--- config.mk ---
export PLATFORM = sky130hd
export DESIGN_NAME = alu_mdu_flat
export DESIGN_NICKNAME = d
export VERILOG_FILES = /design/src/rtl/alu_mdu_if.sv /design/src/rtl/alu_mdu.sv /design/src/flat_wrapper.sv
export SDC_FILE = /design/constraint.sdc
export NUM_CORES = 1
export LEC_CHECK = 0
export CAP_MARGIN = 20
export CORE_MARGIN = 2
export CORE_UTILIZATION = 30
export CTS_BUF_LIST = sky130_fd_sc_hd__clkbuf_8
export CTS_CLUSTER_DIAMETER = 120
export CTS_CLUSTER_SIZE = 30
export DETAILED_ROUTE_END_ITERATION = 12
export PLACE_DENSITY = 0.46
export SYNTH_ARGS = -nofsm -noshare
export SYNTH_HDL_FRONTEND = slang
export SYNTH_SLANG_ARGS = --single-unit
--- constraint.sdc ---
create_clock -name clk -period 19.1 [get_ports clk]
set_input_delay 2.865 -clock clk [delete_from_list [all_inputs] [get_ports clk]]
set_output_delay 2.865 -clock clk [all_outputs]
set_load 0.02 [all_outputs]
--- src/rtl/alu_mdu_if.sv ---
// ============================================================================
// alu_mdu_if : request/response bundle between a requester and alu_mdu
// Revision   : 1.0
// ============================================================================
`default_nettype none

interface alu_mdu_if #(
  parameter int WIDTH = 32
);
  logic             start;
  logic [3:0]       op;
  logic [WIDTH-1:0] a;
  logic [WIDTH-1:0] b;
  logic             busy;
  logic             done;
  logic [WIDTH-1:0] result;
  logic [WIDTH-1:0] hi;
  logic [WIDTH-1:0] lo;
  logic             zero;
  logic             overflow;
  logic             illegal;

  modport master (
    output start, op, a, b,
    input  busy, done, result, hi, lo, zero, overflow, illegal
  );

  modport slave (
    input  start, op, a, b,
    output busy, done, result, hi, lo, zero, overflow, illegal
  );
endinterface

`default_nettype wire

--- src/rtl/alu_mdu.sv ---
// ============================================================================
// alu_mdu : single-cycle ALU plus bit-serial unsigned multiply/divide unit
// Revision: 1.0
// ============================================================================
`default_nettype none

module alu_mdu #(
  parameter int WIDTH = 32
) (
  input  logic       clk,
  input  logic       reset,
  alu_mdu_if.slave   bus
);
  localparam int SHAMT_W = $clog2(WIDTH);

  localparam logic [1:0] S_IDLE = 2'd0;
  localparam logic [1:0] S_CALC = 2'd1;
  localparam logic [1:0] S_DONE = 2'd2;

  localparam logic [3:0] OP_ADD   = 4'd0;
  localparam logic [3:0] OP_SUB   = 4'd1;
  localparam logic [3:0] OP_AND   = 4'd2;
  localparam logic [3:0] OP_OR    = 4'd3;
  localparam logic [3:0] OP_XOR   = 4'd4;
  localparam logic [3:0] OP_NOR   = 4'd5;
  localparam logic [3:0] OP_SLT   = 4'd6;
  localparam logic [3:0] OP_SLTU  = 4'd7;
  localparam logic [3:0] OP_SLL   = 4'd8;
  localparam logic [3:0] OP_SRL   = 4'd9;
  localparam logic [3:0] OP_SRA   = 4'd10;
  localparam logic [3:0] OP_MULTU = 4'd11;
  localparam logic [3:0] OP_DIVU  = 4'd12;

  logic [1:0]         state;
  logic [SHAMT_W-1:0] cnt;
  logic               is_div;
  logic [WIDTH-1:0]   acc_hi;
  logic [WIDTH-1:0]   acc_lo;
  logic [WIDTH-1:0]   mcand;
  logic [WIDTH-1:0]   result_q;
  logic [WIDTH-1:0]   hi_q;
  logic [WIDTH-1:0]   lo_q;
  logic               zero_q;
  logic               overflow_q;
  logic               illegal_q;

  logic [WIDTH-1:0]   sum;
  logic [WIDTH-1:0]   diff;
  logic [SHAMT_W-1:0] shamt;
  logic [WIDTH-1:0]   alu_res;
  logic               alu_ovf;
  logic               alu_ill;
  logic               is_mdu_op;

  always_comb begin
    sum     = bus.a + bus.b;
    diff    = bus.a - bus.b;
    shamt   = bus.b[SHAMT_W-1:0];
    alu_res = '0;
    alu_ovf = 1'b0;
    case (bus.op)
      OP_ADD: begin
        alu_res = sum;
        alu_ovf = (bus.a[WIDTH-1] == bus.b[WIDTH-1]) && (sum[WIDTH-1] != bus.a[WIDTH-1]);
      end
      OP_SUB: begin
        alu_res = diff;
        alu_ovf = (bus.a[WIDTH-1] != bus.b[WIDTH-1]) && (diff[WIDTH-1] != bus.a[WIDTH-1]);
      end
      OP_AND:  alu_res = bus.a & bus.b;
      OP_OR:   alu_res = bus.a | bus.b;
      OP_XOR:  alu_res = bus.a ^ bus.b;
      OP_NOR:  alu_res = ~(bus.a | bus.b);
      OP_SLT:  alu_res = {{(WIDTH-1){1'b0}}, ($signed(bus.a) < $signed(bus.b))};
      OP_SLTU: alu_res = {{(WIDTH-1){1'b0}}, (bus.a < bus.b)};
      OP_SLL:  alu_res = bus.a << shamt;
      OP_SRL:  alu_res = bus.a >> shamt;
      OP_SRA:  alu_res = $signed(bus.a) >>> shamt;
      default: alu_res = '0;
    endcase
    alu_ill   = (bus.op > OP_DIVU);
    is_mdu_op = (bus.op == OP_MULTU) || (bus.op == OP_DIVU);
  end

  // One iteration of shift-add multiply or restoring divide. Both share
  // acc_hi (partial product / remainder) and acc_lo (multiplier / quotient).
  logic [WIDTH:0]   mul_sum;
  logic [WIDTH:0]   div_shift;
  logic [WIDTH-1:0] div_sub;
  logic             div_ge;
  logic [WIDTH-1:0] nxt_hi;
  logic [WIDTH-1:0] nxt_lo;

  always_comb begin
    mul_sum   = {1'b0, acc_hi} + (acc_lo[0] ? {1'b0, mcand} : {(WIDTH+1){1'b0}});
    div_shift = {acc_hi, acc_lo[WIDTH-1]};
    div_ge    = (div_shift >= {1'b0, mcand});
    div_sub   = div_shift[WIDTH-1:0] - mcand;
    if (is_div) begin
      nxt_hi = div_ge ? div_sub : div_shift[WIDTH-1:0];
      nxt_lo = {acc_lo[WIDTH-2:0], div_ge};
    end else begin
      nxt_hi = mul_sum[WIDTH:1];
      nxt_lo = {mul_sum[0], acc_lo[WIDTH-1:1]};
    end
  end

  always_ff @(posedge clk or posedge reset) begin
    if (reset) begin
      state      <= S_IDLE;
      cnt        <= '0;
      is_div     <= 1'b0;
      acc_hi     <= '0;
      acc_lo     <= '0;
      mcand      <= '0;
      result_q   <= '0;
      hi_q       <= '0;
      lo_q       <= '0;
      zero_q     <= 1'b0;
      overflow_q <= 1'b0;
      illegal_q  <= 1'b0;
    end else begin
      case (state)
        S_IDLE: begin
          if (bus.start) begin
            if (is_mdu_op) begin
              state  <= S_CALC;
              cnt    <= '0;
              is_div <= (bus.op == OP_DIVU);
              acc_hi <= '0;
              acc_lo <= (bus.op == OP_DIVU) ? bus.a : bus.b;
              mcand  <= (bus.op == OP_DIVU) ? bus.b : bus.a;
            end else begin
              state      <= S_DONE;
              result_q   <= alu_res;
              zero_q     <= (alu_res == '0);
              overflow_q <= alu_ovf;
              illegal_q  <= alu_ill;
            end
          end
        end
        S_CALC: begin
          acc_hi <= nxt_hi;
          acc_lo <= nxt_lo;
          cnt    <= cnt + 1'b1;
          if (cnt == SHAMT_W'(WIDTH-1)) begin
            state      <= S_DONE;
            hi_q       <= nxt_hi;
            lo_q       <= nxt_lo;
            result_q   <= nxt_lo;
            zero_q     <= (nxt_lo == '0);
            overflow_q <= 1'b0;
            illegal_q  <= 1'b0;
          end
        end
        S_DONE:  state <= S_IDLE;
        default: state <= S_IDLE;
      endcase
    end
  end

  assign bus.busy     = (state != S_IDLE);
  assign bus.done     = (state == S_DONE);
  assign bus.result   = result_q;
  assign bus.hi       = hi_q;
  assign bus.lo       = lo_q;
  assign bus.zero     = zero_q;
  assign bus.overflow = overflow_q;
  assign bus.illegal  = illegal_q;

endmodule

`default_nettype wire

--- src/flat_wrapper.sv ---
// flat-port wrapper written by rule: the top's interface ports become plain ports
module alu_mdu_flat 
#(
  parameter int WIDTH = 32
)
  (clk, reset, bus_start, bus_op, bus_a, bus_b, bus_busy, bus_done, bus_result, bus_hi, bus_lo, bus_zero, bus_overflow, bus_illegal);
  alu_mdu_if #(.WIDTH(WIDTH)) bus_i ();
  input  logic clk;
  input  logic reset;
  input wire logic [$bits(bus_i.start)-1:0] bus_start;
  input wire logic [$bits(bus_i.op)-1:0] bus_op;
  input wire logic [$bits(bus_i.a)-1:0] bus_a;
  input wire logic [$bits(bus_i.b)-1:0] bus_b;
  output wire logic [$bits(bus_i.busy)-1:0] bus_busy;
  output wire logic [$bits(bus_i.done)-1:0] bus_done;
  output wire logic [$bits(bus_i.result)-1:0] bus_result;
  output wire logic [$bits(bus_i.hi)-1:0] bus_hi;
  output wire logic [$bits(bus_i.lo)-1:0] bus_lo;
  output wire logic [$bits(bus_i.zero)-1:0] bus_zero;
  output wire logic [$bits(bus_i.overflow)-1:0] bus_overflow;
  output wire logic [$bits(bus_i.illegal)-1:0] bus_illegal;
  assign bus_i.start = bus_start;
  assign bus_i.op = bus_op;
  assign bus_i.a = bus_a;
  assign bus_i.b = bus_b;
  assign bus_busy = bus_i.busy;
  assign bus_done = bus_i.done;
  assign bus_result = bus_i.result;
  assign bus_hi = bus_i.hi;
  assign bus_lo = bus_i.lo;
  assign bus_zero = bus_i.zero;
  assign bus_overflow = bus_i.overflow;
  assign bus_illegal = bus_i.illegal;
  alu_mdu #(.WIDTH(WIDTH)) u_core (.clk(clk), .reset(reset), .bus(bus_i));
endmodule
==> impl_results.md, run 1 <==
* Port bufs at 171
* Setup crit start kind: primary input
* Share of layout cells above drive strength 1 at 0.07852
* Post-synthesis cell area at 22730 um^2
* Max-slew headroom at 0.2820
* Drt wl/cell at 28.51 um
* Syn Area/Cell at 7.695 um^2
* CP Buf/Inv Count at 3
* Crit path max-delay cell type: o31ai_1
* Htree depth at 1
* CP top delay family: compound AO/OA/AOI/OAI gates
* Final WL at 113100 um
* TritonCTS Buffers at 12
* Distinct cells, synth at 91
* Sink Count at 203
* Hold WC Path Type: reg2reg
* FF+latch area at 5084 um^2
* CP endpoint kind: register
* Die footprint at 77990 um^2
* Reg-to-reg endpoint: u_core.bus.hi[29]
* Maxcap violations at 0
* DR vias at 23830
* CP max stage delay at 0.75 ns
* Leak pwr at 10.71 nW
* Setup Crit Path Kind: in2reg
* Post-DRT Antenna Nets at 0
* Clk buf depth at 3
* Clock latency on the worst-skew pair at 0.58 ns
* Commonest non-fill, non-tap cell in the layout: nand2_1
* Vias in the first global route at 22950
* Final-layout fill cell count at 8024
* Final hold violation count at 0
* DRT iter0 DRCs at 2247
* Die Y-Extent at 279.3 um
* Die X at 279.3 um
* Power Dens Cells at 96.17 nW/um^2
* Critical path depth at 15
* Final Util at 0.3438
* Antenna violations before repair at 11
* Global-route wire length before repair at 164200 um
* TritonRoute pass-1 iters at 8
* DP HPWL at 87670 um
* Worst Path Max Fanout at 38
* Sequential area share after synthesis at 0.2235
* Critical Path End: u_core.bus.zero
* Flop-to-flop setup slack at 13.84 ns
* CTS tree: done
* Initial core utilization at 0.3043
* # resized after CTS at 0
* RSZ-0062 raised after global routing: no
* Nets at 3234
* Crit path cell chain: clkdlybuf4s50_1, buf_4, inv_1, ha_1, o21ai_0, o211ai_1, a21oi_1, o311a_1, o31ai_1, o211a_1, o21ai_0, or4_1, nor4_2, nand4b_1, o31ai_2
* FP Rows at 100
* Drt via density at 6.007
* Predominant post-synthesis flop cell: dfrtp_1
* Root Driver: clkbuf_8
* Total chip power at 2.470 mW
* Core area at 74700 um^2
* Area grow syn2layout at 12.97%
* Gpl congestion at 0.9736
* GRT Util Overall at 0.2835
* Crit path time final at 8.005 ns
* Worst Reg-to-Reg Cells at 15
* Least-Margin Pin Slew at 1.047 ns
* Peak supply drop at 0.05113 mV
* Worst EP arrival at 8.50 ns
* Inst Count DP at 3943
* Worst r2r src: u_core.acc_lo[0]
* Post-synth ARST share at 1.000
* Syn_nets at 3199
* Clk slew on worst S/H paths at 0.16 ns
* Largest net degree at the start of global routing at 101
* Area occupied by multi-input gates at 16260 um^2
* FF+latch count, synth at 203
* Post-CTS Repair Setup Buffers at 0
* Grt total ovfl at 0
* Final Setup Violations at 0
* Final slew viol count at 0
* Req. time, crit path at 19.60 ns
* Status: complete, no violations
* Cts hold-fix bufs at 0
* Mapped Cells at 2954
* Post-synth EDFFs at 0
* Finished Layout Cells at 3967
* Worst Skew at 0.07639 ns
* Crit path from: bus_b[3]
* Yosys warns at 0
* Most frequent cells in the layout: nand2_1 (420), o21ai_0 (293), dfrtp_1 (202)
* Most frequent CP cell: o21ai_0
* Tcrit/Tclk final at 0.4191
* Fmax at 0.1249 GHz
* Remaining DRCs at 0
* Boundary Pins at 172
* Setup TNS at 0 ns
-- worst reg2reg max path, stage by stage, from the launching register on --
cell      delay [ns]
dfrtp_1         1.08
and2_1          0.24
ha_1            0.18
inv_1           0.06
fa_1            0.40
nand2b_1        0.22
a211oi_1        0.41
o21ai_0         0.24
a41oi_1         0.52
a31oi_1         0.25
a21oi_1         0.37
a211o_1         0.24
a21oi_1         0.09
xor2_1          0.17
o21ai_0         0.47
mux2_2          0.26
-- area by class of cell --
cell class	count	share of cell area
inverters	150	0.02222
diodes	5	0.0004872
repair buffers	249	0.08887
flip-flops and latches	203	0.1980
well taps	969	0.04721
multi-input cells	2373	0.6331
clock buffers	13	0.006967
clock inverters	5	0.003167
-- worst min path at each step --
stage                                       to  slack [ns]                 start  cells past startpoint
after floorplan               u_core.mcand[10]        0.46      u_core.mcand[10]                      2
after global placement        u_core.bus.lo[0]        0.46      u_core.bus.lo[0]                      2
after detailed placement      u_core.bus.hi[2]        0.46      u_core.bus.hi[2]                      2
after CTS                 u_core.bus.result[6]        0.50  u_core.bus.result[6]                      2
after global routing         u_core.bus.hi[26]        0.52     u_core.bus.hi[26]                      2
final                     u_core.bus.result[6]        0.49  u_core.bus.result[6]                      2
-- kinds of logic (layout without fill, tap and decap cells) --
logic type | after synthesis | count (layout) | synth area share
DFF | 203 | 203 | 0.2235
AOI/OAI and AO/OA | 954 | 954 | 0.2700
and+or+nand+nor | 979 | 979 | 0.1989
buffers and inverters | 378 | 417 | 0.06495
xor gates and xnor gates | 59 | 59 | 0.02273
other | 0 | 5 | 0
adders and majority gates | 174 | 174 | 0.09709
muxes | 207 | 207 | 0.1229
-- cells in the mapped netlist, types with 18 or more instances --
cell | instances | area (um^2)
mux2i_1 | 123 | 1231
mux2_2 | 30 | 337.8
xor2_1 | 24 | 210.2
ha_1 | 170 | 2127
nand4_1 | 39 | 244.0
nor2b_1 | 32 | 200.2
a31oi_1 | 26 | 162.7
and2_1 | 41 | 256.5
o21ai_0 | 293 | 1466
nand2_1 | 421 | 1580
mux4_2 | 51 | 1149
and3_1 | 18 | 112.6
nor3_1 | 48 | 240.2
o22ai_1 | 34 | 212.7
nor4_1 | 20 | 125.1
a21o_1 | 53 | 397.9
nor2_1 | 195 | 732.0
a21oi_1 | 197 | 986.0
a22oi_1 | 19 | 142.6
clkbuf_1 | 183 | 686.9
xnor2_1 | 35 | 306.5
nand2b_1 | 34 | 212.7
buf_1 | 25 | 93.84
dfrtp_1 | 203 | 5080
a221oi_1 | 20 | 175.2
inv_1 | 147 | 551.8
a211oi_1 | 31 | 232.7
nand3_1 | 71 | 355.3
o211ai_1 | 84 | 630.6
-- stage by stage --
step	hold slack (ns)	cell area, um^2	setup WS, ns
floorplan	0.4632	22730	10.70
finish	0.4945	25680	11.10
global placement	0.4600	25350	10.72
CTS	0.5018	25650	11.23
global route	0.5246	25670	11.03
detailed placement	0.4610	25390	10.62
-- power by group --
part           switching, mW  total [mW]  internal, mW
logic                  0.965        1.55         0.588
registers              0.136       0.683         0.547
clock network          0.162       0.234        0.0717
-- routing by layer --
layer	global-route usage	share of wire	vias up
li1	-	-	10860
met1	0.3862	0.44	11860
met2	0.4661	0.46	939
met3	0.03347	0.060	168
met4	0.09002	0.035	10
met5	0	0.00057	-
-- flip-flops by register name (all words and copies together) (netlist names), 2 cells and up --
signal / count
u_core.acc_hi: 32
u_core.acc_lo: 32
u_core.bus.hi: 32
u_core.bus.lo: 32
u_core.bus.result: 32
u_core.mcand: 32
u_core.cnt: 5
u_core.state: 2
Power figures use the tool's default switching activity.
==> run 2, diff against run 1 <==
==> constraint.sdc (replaced) <==
create_clock -name clk -period 7.6 [get_ports clk]
set_input_delay 1.14 -clock clk [delete_from_list [all_inputs] [get_ports clk]]
set_output_delay 1.14 -clock clk [all_outputs]
set_load 0.02 [all_outputs]
==> run 2 against run 1 <==
Clock skew down 0.044 ns. Sequential share of layout area about the same. Setup slack got worse by 9.3 ns. Design area is essentially flat. Critical path depth up 1. First-iteration DRC count up 19%. Hold slack improved by 0.0042 ns. Die area did not move. Critical path type unchanged.
==> impl_results.md, run 2 (synthesized netlist as in run 1, its figures left out) <==
* TritonCTS Buffers at 11
* Crit path time final at 5.757 ns
* Tcrit/Tclk final at 0.7575
* Crit path max-delay cell type: a221oi_1
* Antenna violations before repair at 5
* Setup TNS at 0 ns
* Crit path cell chain: clkdlybuf4s50_1, inv_1, ha_1, a21oi_1, o211ai_1, a221oi_1, o22ai_1, a211o_1, a21oi_1, nand4_1, nor4_1, buf_4, nand4_1, nor4_2, nand4b_1, o31ai_2
* CP endpoint kind: register
* Post-DRT Antenna Nets at 0
* Req. time, crit path at 8.08 ns
* Max-slew headroom at 0.3034
* Die Y-Extent at 279.3 um
* Boundary Pins at 172
* Sink Count at 203
* Remaining DRCs at 0
* Clk buf depth at 3
* Final hold violation count at 0
* Worst Skew at 0.03276 ns
* Status: complete, no violations
* Least-Margin Pin Slew at 1.042 ns
* DRT iter0 DRCs at 2668
* RSZ-0062 raised after global routing: no
* Grt total ovfl at 0
* Hold WC Path Type: reg2reg
* Area grow syn2layout at 12.87%
* Largest net degree at the start of global routing at 125
* CP top delay family: compound AO/OA/AOI/OAI gates
* DP HPWL at 89150 um
* Placed Area at 25420 um^2
* Peak supply drop at 0.1209 mV
* Design Area, Final at 25660 um^2
* CP max stage delay at 0.77 ns
* Core area at 74700 um^2
* Final Setup Violations at 0
* Global-route wire length before repair at 162600 um
* Drt via density at 6.012
* Final Util at 0.3435
* Die X at 279.3 um
* Htree depth at 1
* CTS tree: done
* Gpl congestion at 1.024
* Leak pwr at 10.71 nW
* Setup crit start kind: primary input
* Share of layout cells above drive strength 1 at 0.07818
* Commonest non-fill, non-tap cell in the layout: nand2_1
* Die footprint at 77990 um^2
* Power Dens Cells at 240.4 nW/um^2
* Clock latency on the worst-skew pair at 0.57 ns
* Port bufs at 171
* Setup Crit Path Kind: in2reg
* # resized after CTS at 0
* Final WL at 112400 um
* FP Rows at 100
* Worst Path Max Fanout at 8
* DR vias at 23840
* Initial core utilization at 0.3043
* GRT Util Overall at 0.2800
* Fmax at 0.1737 GHz
* Vias in the first global route at 23020
* Nets at 3236
* CP Buf/Inv Count at 3
* Worst EP arrival at 6.23 ns
* Final slew viol count at 0
* TritonRoute pass-1 iters at 6
* Flop-to-flop setup slack at 3.07 ns
* Maxcap violations at 0
* Drt wl/cell at 28.34 um
* Worst setup margin at 1.843 ns
* Most frequent cells in the layout: nand2_1 (420), o21ai_0 (293), dfrtp_1 (202)
* Clk slew on worst S/H paths at 0.19 ns
* Dpl ws at 1.387 ns
* Post-CTS Repair Setup Buffers at 0
* Cts hold-fix bufs at 0
* Final hold slack at 0.4987 ns
* Root Driver: clkbuf_8
run 2: area by class of cell:
type	instances	area (um^2)
antenna	3	7.507
clock buffer	12	165.2
clock inverter	3	32.53
fill	7843	49040
inverter	150	570.5
multi-input combinational	2373	16260
sequential	203	5084
tap	969	1212
timing repair buffer	252	2330
run 2: worst min-delay path: cells and delay by family, from the launching register on:
kind               cells  cell delay [ns]
and+or+nand+nor        1             0.04
AOI/OAI and AO/OA      1             0.05
DFF                    1             0.38
run 2: final timing paths:
| path | cells after the start | to | from |
|---|---|---|---|
| min | 2 | u_core.bus.hi[8] | u_core.bus.hi[8] |
| min reg2reg | 2 | u_core.bus.hi[8] | u_core.bus.hi[8] |
| max | 16 | u_core.bus.zero | bus_b[7] |
| min in group asynchronous | 2 | u_core.bus.hi[0] | reset |
| max in group asynchronous | 3 | u_core.bus.result[21] | reset |
| max reg2reg | 16 | u_core.acc_hi[28] | u_core.acc_lo[0] |
run 2: stage by stage:
stage          std cells  power (mW)
2_1_floorplan       2954       4.204
4_1_cts             3961       6.163
3_5_place_dp        3946       5.604
5_1_grt             3963       6.623
3_3_place_gp        3946       5.568
6_report            3965       6.169
run 2: per-layer routing:
layer	vias up	global-route usage	routed length (um)
met5	-	0	12
met4	2	0.1187	5425
met3	189	0.03389	7215
met2	1008	0.4588	51610
met1	11790	0.3712	48120
li1	10850	-	-
run 2: power breakdown:
group	internal, mW	switching, mW
sequential	1.38	0.337
combinational	1.48	2.44
clock	0.156	0.379
==> run 3, diff against run 2 <==
==> constraint.sdc (replaced) <==
create_clock -name clk -period 5.8 [get_ports clk]
set_input_delay 0.87 -clock clk [delete_from_list [all_inputs] [get_ports clk]]
set_output_delay 0.87 -clock clk [all_outputs]
set_load 0.02 [all_outputs]
==> run 3 against run 2 <==
Design area grew 3.8%. Hold slack worse by 0.0033 ns. Register-to-register slack got worse by 2.2 ns. Sequential power rose by 31%. Critical path type unchanged. Power is 32% higher. Global-route usage up 0.62 points. Highest routed layer is now met4. Critical path depth shrank 2. Utilization is 1.3 points higher. Routed wire length rose by 1.7%.
==> impl_results.md, run 3 (synthesized netlist as in run 1, its figures left out) <==
* Commonest non-fill, non-tap cell in the layout: nand2_1
* Final Util at 0.3564
* Peak supply drop at 0.1777 mV
* Leak pwr at 11.31 nW
* Grt total ovfl at 0
* Largest net degree at the start of global routing at 118
* Area grow syn2layout at 17.11%
* Req. time, crit path at 6.28 ns
* Status: complete, no violations
* Remaining DRCs at 0
* Maxcap violations at 0
* Final Setup Violations at 0
* Clk buf depth at 3
* Worst Skew at 0.03236 ns
* RSZ-0062 raised after global routing: no
* Die Y-Extent at 279.3 um
* Worst Path Max Fanout at 49
* Clk slew on worst S/H paths at 0.18 ns
* Die footprint at 77990 um^2
* Total chip power at 8.161 mW
* Crit path max-delay cell type: a2111oi_0
* TritonRoute pass-1 iters at 10
* Antenna violations before repair at 6
* Post-DRT Antenna Nets at 0
* Fmax at 0.1890 GHz
* Initial core utilization at 0.3043
* Final slew viol count at 0
* Drt wl/cell at 27.99 um
* Hold WC Path Type: reg2reg
* Root Driver: clkbuf_8
* TritonCTS Buffers at 11
* Cts hold-fix bufs at 0
* Most frequent cells in the layout: nand2_1 (420), o21ai_0 (293), dfrtp_1 (202)
* Max-slew headroom at 0.2147
* CP max stage delay at 0.99 ns
* Port bufs at 171
* Crit path cell chain: buf_4, buf_12, mux4_1, and3_1, a2111oi_0, buf_4, o221ai_1, nor2_1, nand4_1, nor4_1, nand4_1, nor4_2, nand4b_1, o31ai_2
* Design Area, Final at 26620 um^2
* FP Rows at 100
* Core area at 74700 um^2
* Boundary Pins at 172
* Clock latency on the worst-skew pair at 0.57 ns
* Htree depth at 1
* Power Dens Cells at 306.6 nW/um^2
* Inst Count DP at 4065
* Finished Layout Cells at 4084
* Final hold violation count at 0
* Gpl congestion at 1.002
* DRT iter0 DRCs at 2454
* Global-route wire length before repair at 165700 um
* DR vias at 24330
* GRT Util Overall at 0.2862
* CP endpoint kind: register
* Drt via density at 5.956
* Share of layout cells above drive strength 1 at 0.1134
* Die X at 279.3 um
* Post-CTS Repair Setup Buffers at 0
* Nets at 3354
* Final WL at 114300 um
* Sink Count at 203
* Least-Margin Pin Slew at 1.148 ns
* Setup crit start kind: primary input
* # resized after CTS at 0
* DP HPWL at 92200 um
* Vias in the first global route at 23410
* Crit path time final at 5.291 ns
* Setup Crit Path Kind: in2reg
* CTS tree: done
* Placed Area at 26400 um^2
* Worst EP arrival at 5.78 ns
* Tcrit/Tclk final at 0.9122
* Final hold slack at 0.4953 ns
==> run 3: changes by cell type in the layout (fill, tap and decap cells not counted) <==
| cell | change |
|---|---|
| and2_1 | +1 |
| and2_2 | -1 |
| buf_12 | +7 |
| buf_16 | -1 |
| buf_4 | +112 |
| clkinv_2 | +1 |
| clkinv_8 | +2 |
| clkinvlp_4 | +1 |
| diode_2 | -1 |
| inv_16 | -1 |
| inv_8 | -1 |
==> run 3: worst max-delay path, delay by kind of cell <==
family,cells,cell delay [ns]
and+or+nand+nor,7,1.82
buffers and inverters,3,0.86
muxes,1,0.81
AOI/OAI and AO/OA,3,1.35
==> run 3: worst paths after layout <==
check	from	to	slack, ns	depth (start not counted)
setup / recovery	bus_b[0]	u_core.bus.zero	0.51	14
max in group asynchronous	reset	u_core.bus.hi[24]	3.76	3
setup reg to reg	u_core.acc_lo[0]	u_core.bus.hi[29]	0.91	16
hold reg to reg	u_core.bus.lo[0]	u_core.bus.lo[0]	0.50	2
hold / removal	u_core.bus.lo[0]	u_core.bus.lo[0]	0.50	2
min in group asynchronous	reset	u_core.bus.hi[7]	0.81	2
==> run 3: stage by stage <==
| step | setup TNS [ns] | setup WS (ns) |
|---|---|---|
| 2_1_floorplan | 0 | 0.5844 |
| 3_3_place_gp | -0.01255 | -0.01255 |
| 3_5_place_dp | 0 | 0.1230 |
| 4_1_cts | 0 | 0.7210 |
| 5_1_grt | 0 | 0.4854 |
| 6_report | 0 | 0.5090 |
==> run 3: final cells by class <==
| class | instances | area, um^2 |
|---|---|---|
| fill | 7811 | 48080 |
| multi-input combinational | 2373 | 16250 |
| sequential | 203 | 5084 |
| timing repair buffer | 370 | 3283 |
| tap | 969 | 1212 |
| inverter | 150 | 566.8 |
| clock buffer | 12 | 165.2 |
| clock inverter | 5 | 50.05 |
| antenna | 2 | 5.005 |
==> run 3: report_power, final <==
part           switching [mW]  total, mW  internal [mW]
Sequential              0.437       2.24           1.80
Clock                   0.507      0.714          0.207
Combinational            3.20       5.21           2.01
==> run 3: routing by layer <==
metal / global-route usage / routed length, um / share of wire
met2: 0.4735 / 53110 / 0.46
met3: 0.02544 / 6953 / 0.061
met4: 0.1052 / 4772 / 0.042
met1: 0.3873 / 49480 / 0.43
met5: 0 / 0 / 0
